### src/rtl/alu_ctrl_seq_if.sv
// ID-to-EX control bus for alu_ctrl_seq: decoder inputs, stall back to ID,
// registered EX control and MDU sequencing status.
interface alu_ctrl_seq_if #(
    parameter int CTRL_W = 4
);
    logic              valid;
    logic              flush;
    logic [1:0]        aluOp;
    logic [5:0]        op;
    logic [5:0]        funct;
    logic              stall;
    logic [CTRL_W-1:0] aluControl;
    logic              ctrlValid;
    logic              illegal;
    logic              mduStart;
    logic [1:0]        mduOp;
    logic              mduBusy;
    logic              mduDone;

    modport master (
        output valid, flush, aluOp, op, funct,
        input  stall, aluControl, ctrlValid, illegal, mduStart, mduOp, mduBusy, mduDone
    );

    modport slave (
        input  valid, flush, aluOp, op, funct,
        output stall, aluControl, ctrlValid, illegal, mduStart, mduOp, mduBusy, mduDone
    );
endinterface

### src/rtl/alu_ctrl_seq.sv
// Registered ALU control decoder with a multi-cycle mult/div sequencer that
// stalls ID while the MDU is busy.
module alu_ctrl_seq #(
    parameter int CTRL_W     = 4,
    parameter int CNT_W      = 6,
    parameter int MUL_CYCLES = 4,
    parameter int DIV_CYCLES = 32
) (
    input logic          clk,
    input logic          resetN,
    alu_ctrl_seq_if.slave bus
);
    typedef enum logic {IDLE, BUSY} state_t;

    localparam logic [CNT_W-1:0] MUL_LAST = CNT_W'(MUL_CYCLES - 1);
    localparam logic [CNT_W-1:0] DIV_LAST = CNT_W'(DIV_CYCLES - 1);

    state_t            state, stateNext;
    logic [CNT_W-1:0]  cnt, cntNext;
    logic              startNext;
    logic [1:0]        mduOpNext;
    logic              mduStartReg;
    logic [1:0]        mduOpReg;

    logic [3:0]        code;
    logic              legal;
    logic              isMdu;
    logic              isHilo;
    logic              accept;

    logic [CTRL_W-1:0] aluControlReg;
    logic              ctrlValidReg;
    logic              illegalReg;

    always_comb begin
        code   = 4'b0000;
        legal  = 1'b0;
        isMdu  = 1'b0;
        isHilo = 1'b0;
        case (bus.aluOp)
            2'b00: begin code = 4'b0010; legal = 1'b1; end
            2'b01: begin code = 4'b0110; legal = 1'b1; end
            2'b10: begin
                case (bus.funct)
                    6'b100000, 6'b100001: begin code = 4'b0010; legal = 1'b1; end
                    6'b100010, 6'b100011: begin code = 4'b0110; legal = 1'b1; end
                    6'b100100: begin code = 4'b0000; legal = 1'b1; end
                    6'b100101: begin code = 4'b0001; legal = 1'b1; end
                    6'b100110: begin code = 4'b1101; legal = 1'b1; end
                    6'b100111: begin code = 4'b1100; legal = 1'b1; end
                    6'b101010: begin code = 4'b0111; legal = 1'b1; end
                    6'b101011: begin code = 4'b1111; legal = 1'b1; end
                    6'b000000: begin code = 4'b1000; legal = 1'b1; end
                    6'b000010: begin code = 4'b1001; legal = 1'b1; end
                    6'b000011: begin code = 4'b1010; legal = 1'b1; end
                    6'b010000, 6'b010010: begin
                        code = 4'b0011; legal = 1'b1; isHilo = 1'b1;
                    end
                    6'b011000, 6'b011001, 6'b011010, 6'b011011: begin
                        code = 4'b0010; legal = 1'b1; isMdu = 1'b1;
                    end
                    default: begin code = 4'b0000; legal = 1'b0; end
                endcase
            end
            default: begin
                case (bus.op)
                    6'b001100: begin code = 4'b0000; legal = 1'b1; end
                    6'b001101: begin code = 4'b0001; legal = 1'b1; end
                    6'b001110: begin code = 4'b1101; legal = 1'b1; end
                    6'b001010: begin code = 4'b0111; legal = 1'b1; end
                    6'b001011: begin code = 4'b1111; legal = 1'b1; end
                    default:   begin code = 4'b0000; legal = 1'b0; end
                endcase
            end
        endcase
    end

    // Anything touching HI/LO must wait for the MDU; flush overrides everything.
    assign bus.stall = bus.valid & (isMdu | isHilo) & (state == BUSY);
    assign accept    = bus.valid & ~bus.stall & ~bus.flush;

    always_ff @(posedge clk or negedge resetN) begin
        if (!resetN) begin
            aluControlReg <= '0;
            ctrlValidReg  <= 1'b0;
            illegalReg    <= 1'b0;
        end else begin
            ctrlValidReg <= accept;
            if (accept) begin
                aluControlReg <= CTRL_W'(code);
                illegalReg    <= ~legal;
            end
        end
    end

    always_ff @(posedge clk or negedge resetN) begin
        if (!resetN) begin
            state       <= IDLE;
            cnt         <= '0;
            mduStartReg <= 1'b0;
            mduOpReg    <= 2'b00;
        end else begin
            state       <= stateNext;
            cnt         <= cntNext;
            mduStartReg <= startNext;
            mduOpReg    <= mduOpNext;
        end
    end

    // funct[1] separates div/divu from mult/multu for the latency choice.
    always_comb begin
        stateNext = state;
        cntNext   = cnt;
        startNext = 1'b0;
        mduOpNext = mduOpReg;
        case (state)
            IDLE: begin
                if (accept && isMdu) begin
                    stateNext = BUSY;
                    cntNext   = bus.funct[1] ? DIV_LAST : MUL_LAST;
                    startNext = 1'b1;
                    mduOpNext = bus.funct[1:0];
                end
            end
            default: begin
                if (cnt == '0) begin
                    stateNext = IDLE;
                end else begin
                    cntNext = cnt - 1'b1;
                end
            end
        endcase
    end

    assign bus.aluControl = aluControlReg;
    assign bus.ctrlValid  = ctrlValidReg;
    assign bus.illegal    = illegalReg;
    assign bus.mduStart   = mduStartReg;
    assign bus.mduOp      = mduOpReg;
    assign bus.mduBusy    = (state == BUSY);
    assign bus.mduDone    = (state == BUSY) && (cnt == '0);
endmodule

### src/flat_wrapper.sv
// flat-port wrapper written by rule: the top's interface ports become plain ports
module alu_ctrl_seq_flat 
#(
    parameter int CTRL_W     = 4,
    parameter int CNT_W      = 6,
    parameter int MUL_CYCLES = 4,
    parameter int DIV_CYCLES = 32
)
  (clk, resetN, bus_valid, bus_flush, bus_aluOp, bus_op, bus_funct, bus_stall, bus_aluControl, bus_ctrlValid, bus_illegal, bus_mduStart, bus_mduOp, bus_mduBusy, bus_mduDone);
  alu_ctrl_seq_if #(.CTRL_W(CTRL_W)) bus_i ();
  input logic clk;
  input logic resetN;
  input wire logic [$bits(bus_i.valid)-1:0] bus_valid;
  input wire logic [$bits(bus_i.flush)-1:0] bus_flush;
  input wire logic [$bits(bus_i.aluOp)-1:0] bus_aluOp;
  input wire logic [$bits(bus_i.op)-1:0] bus_op;
  input wire logic [$bits(bus_i.funct)-1:0] bus_funct;
  output wire logic [$bits(bus_i.stall)-1:0] bus_stall;
  output wire logic [$bits(bus_i.aluControl)-1:0] bus_aluControl;
  output wire logic [$bits(bus_i.ctrlValid)-1:0] bus_ctrlValid;
  output wire logic [$bits(bus_i.illegal)-1:0] bus_illegal;
  output wire logic [$bits(bus_i.mduStart)-1:0] bus_mduStart;
  output wire logic [$bits(bus_i.mduOp)-1:0] bus_mduOp;
  output wire logic [$bits(bus_i.mduBusy)-1:0] bus_mduBusy;
  output wire logic [$bits(bus_i.mduDone)-1:0] bus_mduDone;
  assign bus_i.valid = bus_valid;
  assign bus_i.flush = bus_flush;
  assign bus_i.aluOp = bus_aluOp;
  assign bus_i.op = bus_op;
  assign bus_i.funct = bus_funct;
  assign bus_stall = bus_i.stall;
  assign bus_aluControl = bus_i.aluControl;
  assign bus_ctrlValid = bus_i.ctrlValid;
  assign bus_illegal = bus_i.illegal;
  assign bus_mduStart = bus_i.mduStart;
  assign bus_mduOp = bus_i.mduOp;
  assign bus_mduBusy = bus_i.mduBusy;
  assign bus_mduDone = bus_i.mduDone;
  alu_ctrl_seq #(.CTRL_W(CTRL_W), .CNT_W(CNT_W), .MUL_CYCLES(MUL_CYCLES), .DIV_CYCLES(DIV_CYCLES)) u_core (.clk(clk), .resetN(resetN), .bus(bus_i));
endmodule
### config.mk
export PLATFORM = sky130hd
export DESIGN_NAME = alu_ctrl_seq_flat
export DESIGN_NICKNAME = d
export VERILOG_FILES = /design/src/rtl/alu_ctrl_seq_if.sv /design/src/rtl/alu_ctrl_seq.sv /design/src/flat_wrapper.sv
export SDC_FILE = /design/constraint.sdc
export NUM_CORES = 1
export LEC_CHECK = 0
export CORE_ASPECT_RATIO = 1.5
export CORE_MARGIN = 2
export CORE_UTILIZATION = 48
export CTS_BUF_LIST = sky130_fd_sc_hd__clkbuf_8 sky130_fd_sc_hd__clkbuf_16
export CTS_CLUSTER_SIZE = 10
export DETAILED_ROUTE_END_ITERATION = 16
export GPL_ROUTABILITY_DRIVEN = 0
export PLACE_DENSITY = 0.79
export SYNTH_ARGS = -nofsm -noshare
export SYNTH_HDL_FRONTEND = slang
export SYNTH_SLANG_ARGS = --single-unit
### constraint.sdc
create_clock -name clk -period 2.14 [get_ports clk]
set_input_delay 0.321 -clock clk [delete_from_list [all_inputs] [get_ports clk]]
set_output_delay 0.321 -clock clk [all_outputs]
set_load 0.005 [all_outputs]
==> results of run 1 <==
-- worst max-delay path by stage --
stage,from,to,cells after the start
finish,u_core.cnt[0]$_DFFE_PN0P_,bus_mduDone,5
global route,u_core.cnt[0]$_DFFE_PN0P_,bus_mduDone,5
CTS,bus_aluOp[0],bus_stall,5
detailed placement,bus_aluOp[0],bus_stall,5
global placement,bus_aluOp[0],bus_stall,5
floorplan,u_core.cnt[0]$_DFFE_PN0P_,u_core.cnt[3]$_DFFE_PN0P_,6
-- Yosys cell counts, types with 3 or more instances --
library cell  number
o21a_1             5
mux2_2             4
a21oi_1            5
xnor2_1            3
clkbuf_1           4
dfrtp_1           16
nor2b_1            7
nand2_1            5
nor2_1             7
inv_1              7
o21ai_0            6
mux2i_1            3
nand2b_1           4
-- cell families (layout without fill, tap and decap cells) --
group	count (synthesis)	in the layout
AOI/OAI and AO/OA	34	34
xor gates and xnor gates	5	5
and+or+nand+nor	44	44
buffers and inverters	14	54
muxes	8	8
adders and majority gates	1	1
DFF	16	16
-- metrics by stage --
stage	util [%]	setup TNS [ps]	cell area (µm²)
finish	71.7	0	1620
global placement	67.7	-49.9	1530
CTS	70.6	0	1600
floorplan	-	0	1150
detailed placement	67.7	-45.1	1530
global route	71.7	-14.3	1620
-- what timing repair did --
| item | in CTS | in global routing |
|---|---|---|
| hold buffers | 0 | 0 |
| setup endpoints to repair | 2 | 2 |
| setup buffers | 1 | 0 |
| pin swaps | 1 | 3 |
| gates resized for setup | 3 | 6 |
-- area by class of cell --
type / count / area, µm² / share of cell area [%]
inverter: 7 / 26.3 / 1.62
clock buffer: 4 / 55.1 / 3.40
multi-input combinational: 92 / 711 / 43.9
tap: 23 / 28.8 / 1.78
timing repair buffer: 43 / 398 / 24.6
sequential: 16 / 400 / 24.7
-- sequential cells by signal, summed over array words and instances (netlist names) --
| name | flops |
|---|---|
| u_core.cnt | 6 |
| u_core.bus.aluControl | 4 |
| u_core.bus.mduOp | 2 |
| u_core.bus.ctrlValid | 1 |
| u_core.bus.illegal | 1 |
| u_core.bus.mduBusy | 1 |
| u_core.bus.mduStart | 1 |
-- report_power, final --
group | switching (mW) | internal [mW] | total, mW
sequential | 0.0653 | 0.355 | 0.421
clock | 0.0993 | 0.163 | 0.262
combinational | 0.162 | 0.206 | 0.369
-- layer usage --
| metal | wire [µm] | vias up | part of all wire (%) | track usage [%] |
|---|---|---|---|---|
| li1 | - | 534 | - | - |
| met1 | 1070 | 539 | 37 | 23.8 |
| met2 | 1660 | 33 | 57 | 40.8 |
| met3 | 140 | 6 | 4.8 | 2.54 |
| met4 | 53 | 0 | 1.8 | 10.6 |
| met5 | 0 | - | 0 | 0 |
==> impl_metrics.toml, run 1 <==
[grt]
global_route_wire_length_before_repair_um = 4770
grt_pass1_vias = 1128
grt_usage_pct = 22.2
grt_max_degree = 17
grt-ovfl-total = 0
grt_antenna_before_repair = 0

[power_and_ir_drop]
cellPowerDensity_mw_per_mm2 = 650
total_leakage_power_nw = 0.698
design_power_total_mw = 1.05
worst_ir_drop_vdd_v = 0.000632

[cells_and_area]
antenna_cells_inserted = 0
area_growth_syn_to_layout_pct = 40.8
final_layout_size_suffix_gt1_share_pct = 19.1
layout.cells.most_common_list = "clkdlybuf4s50_1, dfrtp_1, buf_4"
layoutNonFillerInstCount = 185
fillerInstances = 178
most_common_cell_after_layout_fill_and_taps_aside = "clkdlybuf4s50_1"
nNetsFinal = 182

[critical_path]
cell_by_cell_listing_of_the_critical_path = "inv_1 > ha_4 > nor3b_4 > and3_1 > clkdlybuf4s50_1"
timing.critical_path.slowest_stage_cell = "clkdlybuf4s50_1"
crit_arrival_ps = 1760
cpLargestDelayFamily = "buffers and inverters"
type_of_the_worst_setup_path = "reg2out"
crit_required_ps = 1820
r2r_slack_ps = 330
timing.critical_path.fanout_max = 4
critPathBufInv = 2
critical_path.max_stage_delay_ps = 490
endpoint_kind = "output port"
r2r_cells = 7
worst_r2r_startpoint = "u_core.cnt[0]$_DFFE_PN0P_"
worst_r2r_endpoint = "u_core.cnt[3]$_DFFE_PN0P_"
worstSetupStartpointType = "flop"

[routing]
avgRoutedWirePerCell_um = 15.8
detail_route.drc_violations = 0
routed_wl_um = 2930
drt_iter0_drc = 23
detail-route-antenna-nets = 0
dr.pass1.iters = 5
vias = 1112
vias_per_cell = 6.01

[clock_network]
clockBufferDepth = 2
tritoncts = "yes"
cts-buffers-inserted = 3
h-tree-depth = 1
clk_pin_slew_worst_paths_ps = 60
clock_sinks = 16
insertion_delay_ps = 250
clock_tree.root_cell = "clkbuf_8"

[synth]
synth_top_area_share_pct = 34.8
synthesis.yosys.warnings = 0
synthTopCellsByArea = "dfrtp_1, mux2_2, nor2b_1, o21a_1, mux2i_1"
area_fraction_in_compound_gates_after_synthesis_pct = 21.7
synth_ff_type = "dfrtp_1"
synth_xor_xnor_area_share_pct = 3.81
yosys.area_share.simple_pct = 25.4
seq_area_frac_synth_pct = 34.8
synth.mux.area_fraction_pct = 7.83
synthesis.area_per_instance_um2 = 9.43
synthesis.instances = 122
synth-edff-count = 0
synth_fa_ha_area_share_pct = 1.09
synth_cell_types = 47
post_synth_instance_area_mm2 = 0.00115
async_flop_share_pct = 100
synth.largest_area_cell = "dfrtp_1"
yosys_register_bits = 16
synth.net_count = 141
synth_top_family_by_area = "simple AND/OR/NAND/NOR gates"

[sta]
clock_skew_ps = 1.59
setup_viol = 0
hold_slack_ps = 501
layout_setup_ws_ps = 57.6
max_slew_margin_pct = 52.1
timing.final.crit_period_ps = 2080
timing.final.hold_violations = 0
worst_pin_slew_ps = 717
slew_viol_final = 0
highest_achievable_clock_rate_mhz = 480
fin_crit_sh_pct = 97.3

[die]
die_x_um = 44.0
coreArea_mm2 = 0.00226
placement_rows = 21
io_pins = 30
initial_utilization_pct = 50.9
fp.dieArea_mm2 = 0.00281
die_y_um = 63.9

[place]
dp.cells = 180
detailedPlace.worstSlack_ps = -45.1
dp_hpwl_um = 2190
port_buffers = 29

[hold_path]
min-delay-path-class = "in2async"

[status]
outcome = "finished, final reports clean"

[run]
drv_cap = 0
No activity file was read; power rests on OpenSTA's default activity.
==> run 2: changes to the inputs <==
- CTS_CLUSTER_SIZE: 10 -> not set
==> results of run 2 <==
Same layout as run 1: the final DEF is identical, and so are final timing and power.
==> RTL change 1 (config.mk and constraints of run 2) <==
`CNT_W` is set to 6 in 2 places; all go to 3.
--- a/src/rtl/alu_ctrl_seq.sv
+++ b/src/rtl/alu_ctrl_seq.sv
@@ -2,7 +2,7 @@
 // stalls ID while the MDU is busy.
 module alu_ctrl_seq #(
     parameter int CTRL_W     = 4,
-    parameter int CNT_W      = 6,
+    parameter int CNT_W      = 3,
     parameter int MUL_CYCLES = 4,
     parameter int DIV_CYCLES = 32
 ) (
--- a/src/flat_wrapper.sv
+++ b/src/flat_wrapper.sv
@@ -2,7 +2,7 @@
 module alu_ctrl_seq_flat 
 #(
     parameter int CTRL_W     = 4,
-    parameter int CNT_W      = 6,
+    parameter int CNT_W      = 3,
     parameter int MUL_CYCLES = 4,
     parameter int DIV_CYCLES = 32
 )
Formal check against the unedited RTL: not equivalent (Yosys sat finds a counterexample within 10 cycles, from zero or initial values and one cycle with resetN low).
==> RTL change 1 against run 2 <==
- clock skew fell by 0.00064 ns
- register-to-register slack improved by 0.30 ns
- non-clock buffer count fell by 4
- worst hold slack got worse by 0.054 ns
- sequential cell count fell by 3
- wire length fell by 26%
- global-route usage rose by 0.18 points
- area after synthesis fell by 23%
- clock power fell by 20%
- total power fell by 35%
- via count fell by 16%
- cell area fell by 21%
- worst setup slack improved by 0.16 ns
==> RTL change 1: results (changes against run 2) <==
Clock tree
  – Maximum clock insertion buffer count: 2 (unchanged)
  – Cell chosen for the clock root: clkbuf_8
  – Clock Pin Slew Worst Setup and Hold Paths: 0.05 ns
  – Clock insertion delay at the later pin of the skew report: 0.24 ns
  – Cts bufs inserted: 3 (unchanged)
  – CTS H-tree depth: 1 (unchanged)

Detailed routing
  – DRT Pass-1 Iters: 4 (-1)
  – Routed wire length: 2.151 mm (-26%)
  – Number of vias in the routed layout: 932 (-16%)
  – Count of routing violations after the opening detailed-route iteration: 23 (unchanged)

Pwr
  – Worst-case vdd ir drop: 0.0002469 V (-61%)
  – LEAKAGE: 0.5582 nW (-20%)

Cells and area
  – Final layout net count: 162 (-11%)
  – Number of flip-flops under the largest register name: 4 (-2)
  – Ratio of cells with drive above 1 in the final layout: 13.48% (-5.7 points)
  – Number of fill cells in the layout: 144 (-19%)
  – Antenna diode count: 0 (unchanged)

Yosys
  – Async set or reset register ratio after synthesis: 100.0% (unchanged)
  – Most instantiated flip-flop cell in the synthesis netlist: dfrtp_1
  – Count of unique library cells instantiated by Yosys: 35 (-26%)
  – Synth top area cells: dfrtp_1, nand2_1, o21ai_0, buf_6, inv_1
  – Sequential-to-total area share from yosys stat: 36.78% (+2.0 points)
  – Count of warnings emitted by yosys: 0 (unchanged)
  – Synthesized Nets: 122 (-13%)
  – Number of enable flip-flop cells after synthesis: 0 (unchanged)
  – Most frequent cells after synthesis: dfrtp_1, nand2_1, o21ai_0, inv_1, nor2_1

Place
  – DP Wirelength: 1.772 mm (-19%)
  – Post-place setup slack: -0.1586 ns (-0.1135 ns)
  – Port Buffer Count: 29 (unchanged)

Worst setup path
  – CP arrival: 1.60 ns (-0.16 ns)
  – Highest fanout seen on the critical path: 4 (unchanged)
  – Largest stage delay on the critical path: 0.50 ns
  – Cell class contributing the biggest share of worst-path delay: buffers and inverters
  – Slowest CP cell: clkdlybuf4s50_1

GRT
  – Wire length of the first global-routing pass: 3.560 mm (-25%)
  – Global routing usage summed across all routing layers: 22.37% (+0.18 points)
  – Number of antenna violations at the first check in global routing: 0 (unchanged)
  – Pin count of the biggest net entering global routing: 14 (-3)
  – Vias in the first global route: 901 (-20%)

Timing
  – Final Skew: 0.0009585 ns (-0.0006359 ns)
  – Worst slew margin relative to its limit: 61.94% (+9.9 points)

Status
  – Status: finished, final reports clean

Run
  – Max-cap check violation count: 0 (unchanged)

Min path
  – Kind of path behind the tightest hold check: in -> async
[RTL change 1: changes by cell type after synthesis, moves of 4 or more]
cell and change:
o21a_1 -5, mux2_2 -4, nor2b_1 -7, clkbuf_1 -4
nand2_1 +8
[RTL change 1: timing repair]
action | in CTS | in global routing
pin swaps | 2 | 2
setup endpoints to repair | 1 | 1
hold buffers | 0 | 0
cloned | 0 | 0
gates resized for setup | 3 | 1
buffers inserted | 1 | 0
[RTL change 1: cell type report]
type	instances	area, µm²	share of cell area (%)
Clock buffer	3	41.29	3.223
Clock inverter	1	3.754	0.2930
Inverter	9	33.78	2.637
Multi-Input combinational cell	76	486.7	37.99
Sequential cell	13	325.3	25.39
Tap cell	21	26.28	2.051
Timing Repair Buffer	39	364.1	28.42
[RTL change 1: power breakdown]
| group | internal, mW | switching [mW] |
|---|---|---|
| Clock | 0.126 | 0.0827 |
| Sequential | 0.270 | 0.0145 |
| Combinational | 0.107 | 0.0889 |
| Total | 0.503 | 0.186 |
[RTL change 1: layer usage]
layer | vias up | track usage [%] | wire [µm]
met5 | - | 0 | 0
met4 | 0 | 15.27 | 44
met2 | 38 | 37.14 | 1195
li1 | 445 | - | -
met1 | 441 | 25.45 | 818
met3 | 8 | 1.581 | 92
[RTL change 1: final timing paths]
path | start | end | slack (ns) | cells past startpoint
max in group asynchronous | resetN | u_core.bus.aluControl[3] | 1.32 | 1
min in group clk | u_core.bus.mduOp[0] | u_core.bus.mduOp[0] | 0.48 | 2
setup / recovery | u_core.cnt[0] | bus_mduDone | 0.22 | 5
setup reg to reg | u_core.bus.mduBusy | u_core.cnt[2] | 0.63 | 5
hold / removal | resetN | u_core.bus.mduBusy | 0.45 | 1
hold reg to reg | u_core.bus.mduOp[0] | u_core.bus.mduOp[0] | 0.48 | 2
[RTL change 1: kinds of logic (layout without fill, tap and decap cells)]
kind of cell / Yosys count / in the layout / share of synthesized area (%)
AOI/OAI and AO/OA: 28 / 28 / 20.37
xor gates and xnor gates: 3 / 3 / 2.971
adders and majority gates: 2 / 2 / 2.828
buffers and inverters: 13 / 52 / 8.203
DFF: 13 / 13 / 36.77
muxes: 1 / 1 / 1.132
and+or+nand+nor: 42 / 42 / 27.72
[RTL change 1: metrics by stage]
| stage | std cells | instance area [µm²] | hold WS, ns |
|---|---|---|---|
| 3_5_place_dp | 157 | 1230 | 0.4777 |
| 2_1_floorplan | 102 | 884.6 | 0.02541 |
| 6_report | 162 | 1281 | 0.4479 |
| 4_1_cts | 162 | 1279 | 0.4554 |
| 3_3_place_gp | 157 | 1230 | 0.4629 |
| 5_1_grt | 162 | 1281 | 0.4853 |
==> RTL change 2 (config.mk and constraints of run 2) <==
Made on the original files. Make the reset (`resetN`) synchronous in 2 clocked blocks.
--- a/src/rtl/alu_ctrl_seq.sv
+++ b/src/rtl/alu_ctrl_seq.sv
@@ -79,7 +79,7 @@
     assign bus.stall = bus.valid & (isMdu | isHilo) & (state == BUSY);
     assign accept    = bus.valid & ~bus.stall & ~bus.flush;
 
-    always_ff @(posedge clk or negedge resetN) begin
+    always_ff @(posedge clk) begin
         if (!resetN) begin
             aluControlReg <= '0;
             ctrlValidReg  <= 1'b0;
@@ -93,7 +93,7 @@
         end
     end
 
-    always_ff @(posedge clk or negedge resetN) begin
+    always_ff @(posedge clk) begin
         if (!resetN) begin
             state       <= IDLE;
             cnt         <= '0;
Formal check against the unedited RTL: differs if resetN is asserted again (counterexample within 4 cycles, from zero or initial values and one cycle with resetN low); with resetN held inactive, the same outputs for 10 cycles.
==> RTL change 2 against run 2 <==
- wire length up 2.6%
- area after synthesis down 1.7%
- register-to-register slack better by 0.15 ns
- sequential share of layout area down 4.3 points
- sequential cell count unchanged
- worst setup slack better by 0.066 ns
- worst hold slack worse by 0.024 ns
- utilization down 1.2 points
- cell area down 2.9%
- critical path type is now in -> out
- critical endpoint is now bus_stall
- highest routed layer unchanged
Power is not compared: it rests on default switching activity, and its combinational part moved more than twofold at a synthesized area within 25%.
==> RTL change 2: results (changes against run 2) <==
GRT
  – Global-route met2 utilization: 43.93% (+3.1 points)
  – Wire length of the first global-routing pass: 5.209 mm (+9.3%)
  – Vias in the first global route: 1207 (+7.0%)
  – Global-route met1 utilization: 25.93% (+2.2 points)
  – Pin count of the biggest net entering global routing: 13 (-4)
  – GR met3 Demand/Resource: 3.152% (+0.61 points)

Timing
  – Slew at the pin with the worst max-slew slack: 0.4902 ns (-0.2263 ns)
  – Final Skew: 0.004652 ns (+0.003058 ns)

Cells and area
  – Fraction of area in multi-input gates: 47.73% (+3.8 points)
  – Multi-Input Combinational: 106 (+15%)
  – Number of fill cells in the layout: 192 (+7.9%)
  – Register cell area after layout: 321.6 µm² (-20%)
  – Number of inverters outside the clock class in the layout: 8 (+1)
  – Non-clk buf share: 24.58% (about the same)
  – Final clock-cell share: 3.500% (+0.10 points)
  – Final non-filler cell area: 0.001573 mm² (-2.9%)
  – Non-clock buffers: 42 (-2.3%)

Yosys
  – Synth top area cells: dfxtp_1, a21oi_1, nand2_1, nand2b_1, nor2_1
  – Synthesized Nets: 157 (+11%)
  – Most frequent cells after synthesis: dfxtp_1, nand2_1, nor2_1, a21oi_1, inv_1
  – Average instance area after synthesis: 8.247 µm² (-12%)
  – Count of unique library cells instantiated by Yosys: 54 (+15%)

Status
  – Status: finished, final reports clean

Clock tree
  – Resize count post-CTS: 1 (-2)
  – Buffer count from post-CTS setup fixing: 0 (-1)

Detailed routing
  – Number of vias per cell after detailed routing: 5.975 (-0.60%)
  – Total routed wire length on the met1 layer: 1.194 mm (+11%)
  – Wire length on met2: 1.663 mm (+0.42%)
  – Count of routing violations after the opening detailed-route iteration: 24 (+4.3%)
  – Routed wire length: 3.000 mm (+2.6%)

Place
  – Cell Area, Placed: 0.001511 mm² (-1.2%)
  – DP Wirelength: 2.390 mm (+9.0%)
  – Post-place setup slack: -0.1041 ns (-0.05891 ns)

Worst setup path
  – CP arrival: 1.70 ns (-0.06 ns)
  – Highest fanout seen on the critical path: 2 (-2)

Min path
  – Kind of path behind the tightest hold check: reg -> reg
## RTL change 2: cell count changes after synthesis, moves of 3 or more
cell and change:
o21a_1 -5, o311a_1 +3, nand3_1 +3, dfxtp_1 +16, a21o_1 +3, a21oi_1 +3
o22ai_1 +4, nor2b_1 -6, mux2_2 -4, dfrtp_1 -16, nand2_1 +5
## RTL change 2: worst paths after layout
check / from / end / slack, ns
min reg2reg: u_core.bus.aluControl[2] / u_core.bus.aluControl[2] / 0.48
max: bus_funct[2] / bus_stall / 0.12
min: u_core.bus.aluControl[2] / u_core.bus.aluControl[2] / 0.48
max reg2reg: u_core.cnt[0] / u_core.cnt[3] / 0.48
## RTL change 2: logic make-up (layout without fill, tap and decap cells)
family          count (synthesis)  count (layout)  share of synthesized area (%)
compound gates                 41              41                          27.80
xor+xnor                        2               2                          1.551
fa+ha+maj                       2               2                          2.214
buf+inv                        15              54                          5.758
flops                          16              16                          28.35
mux                             2               2                          1.772
simple gates                   59              59                          32.56
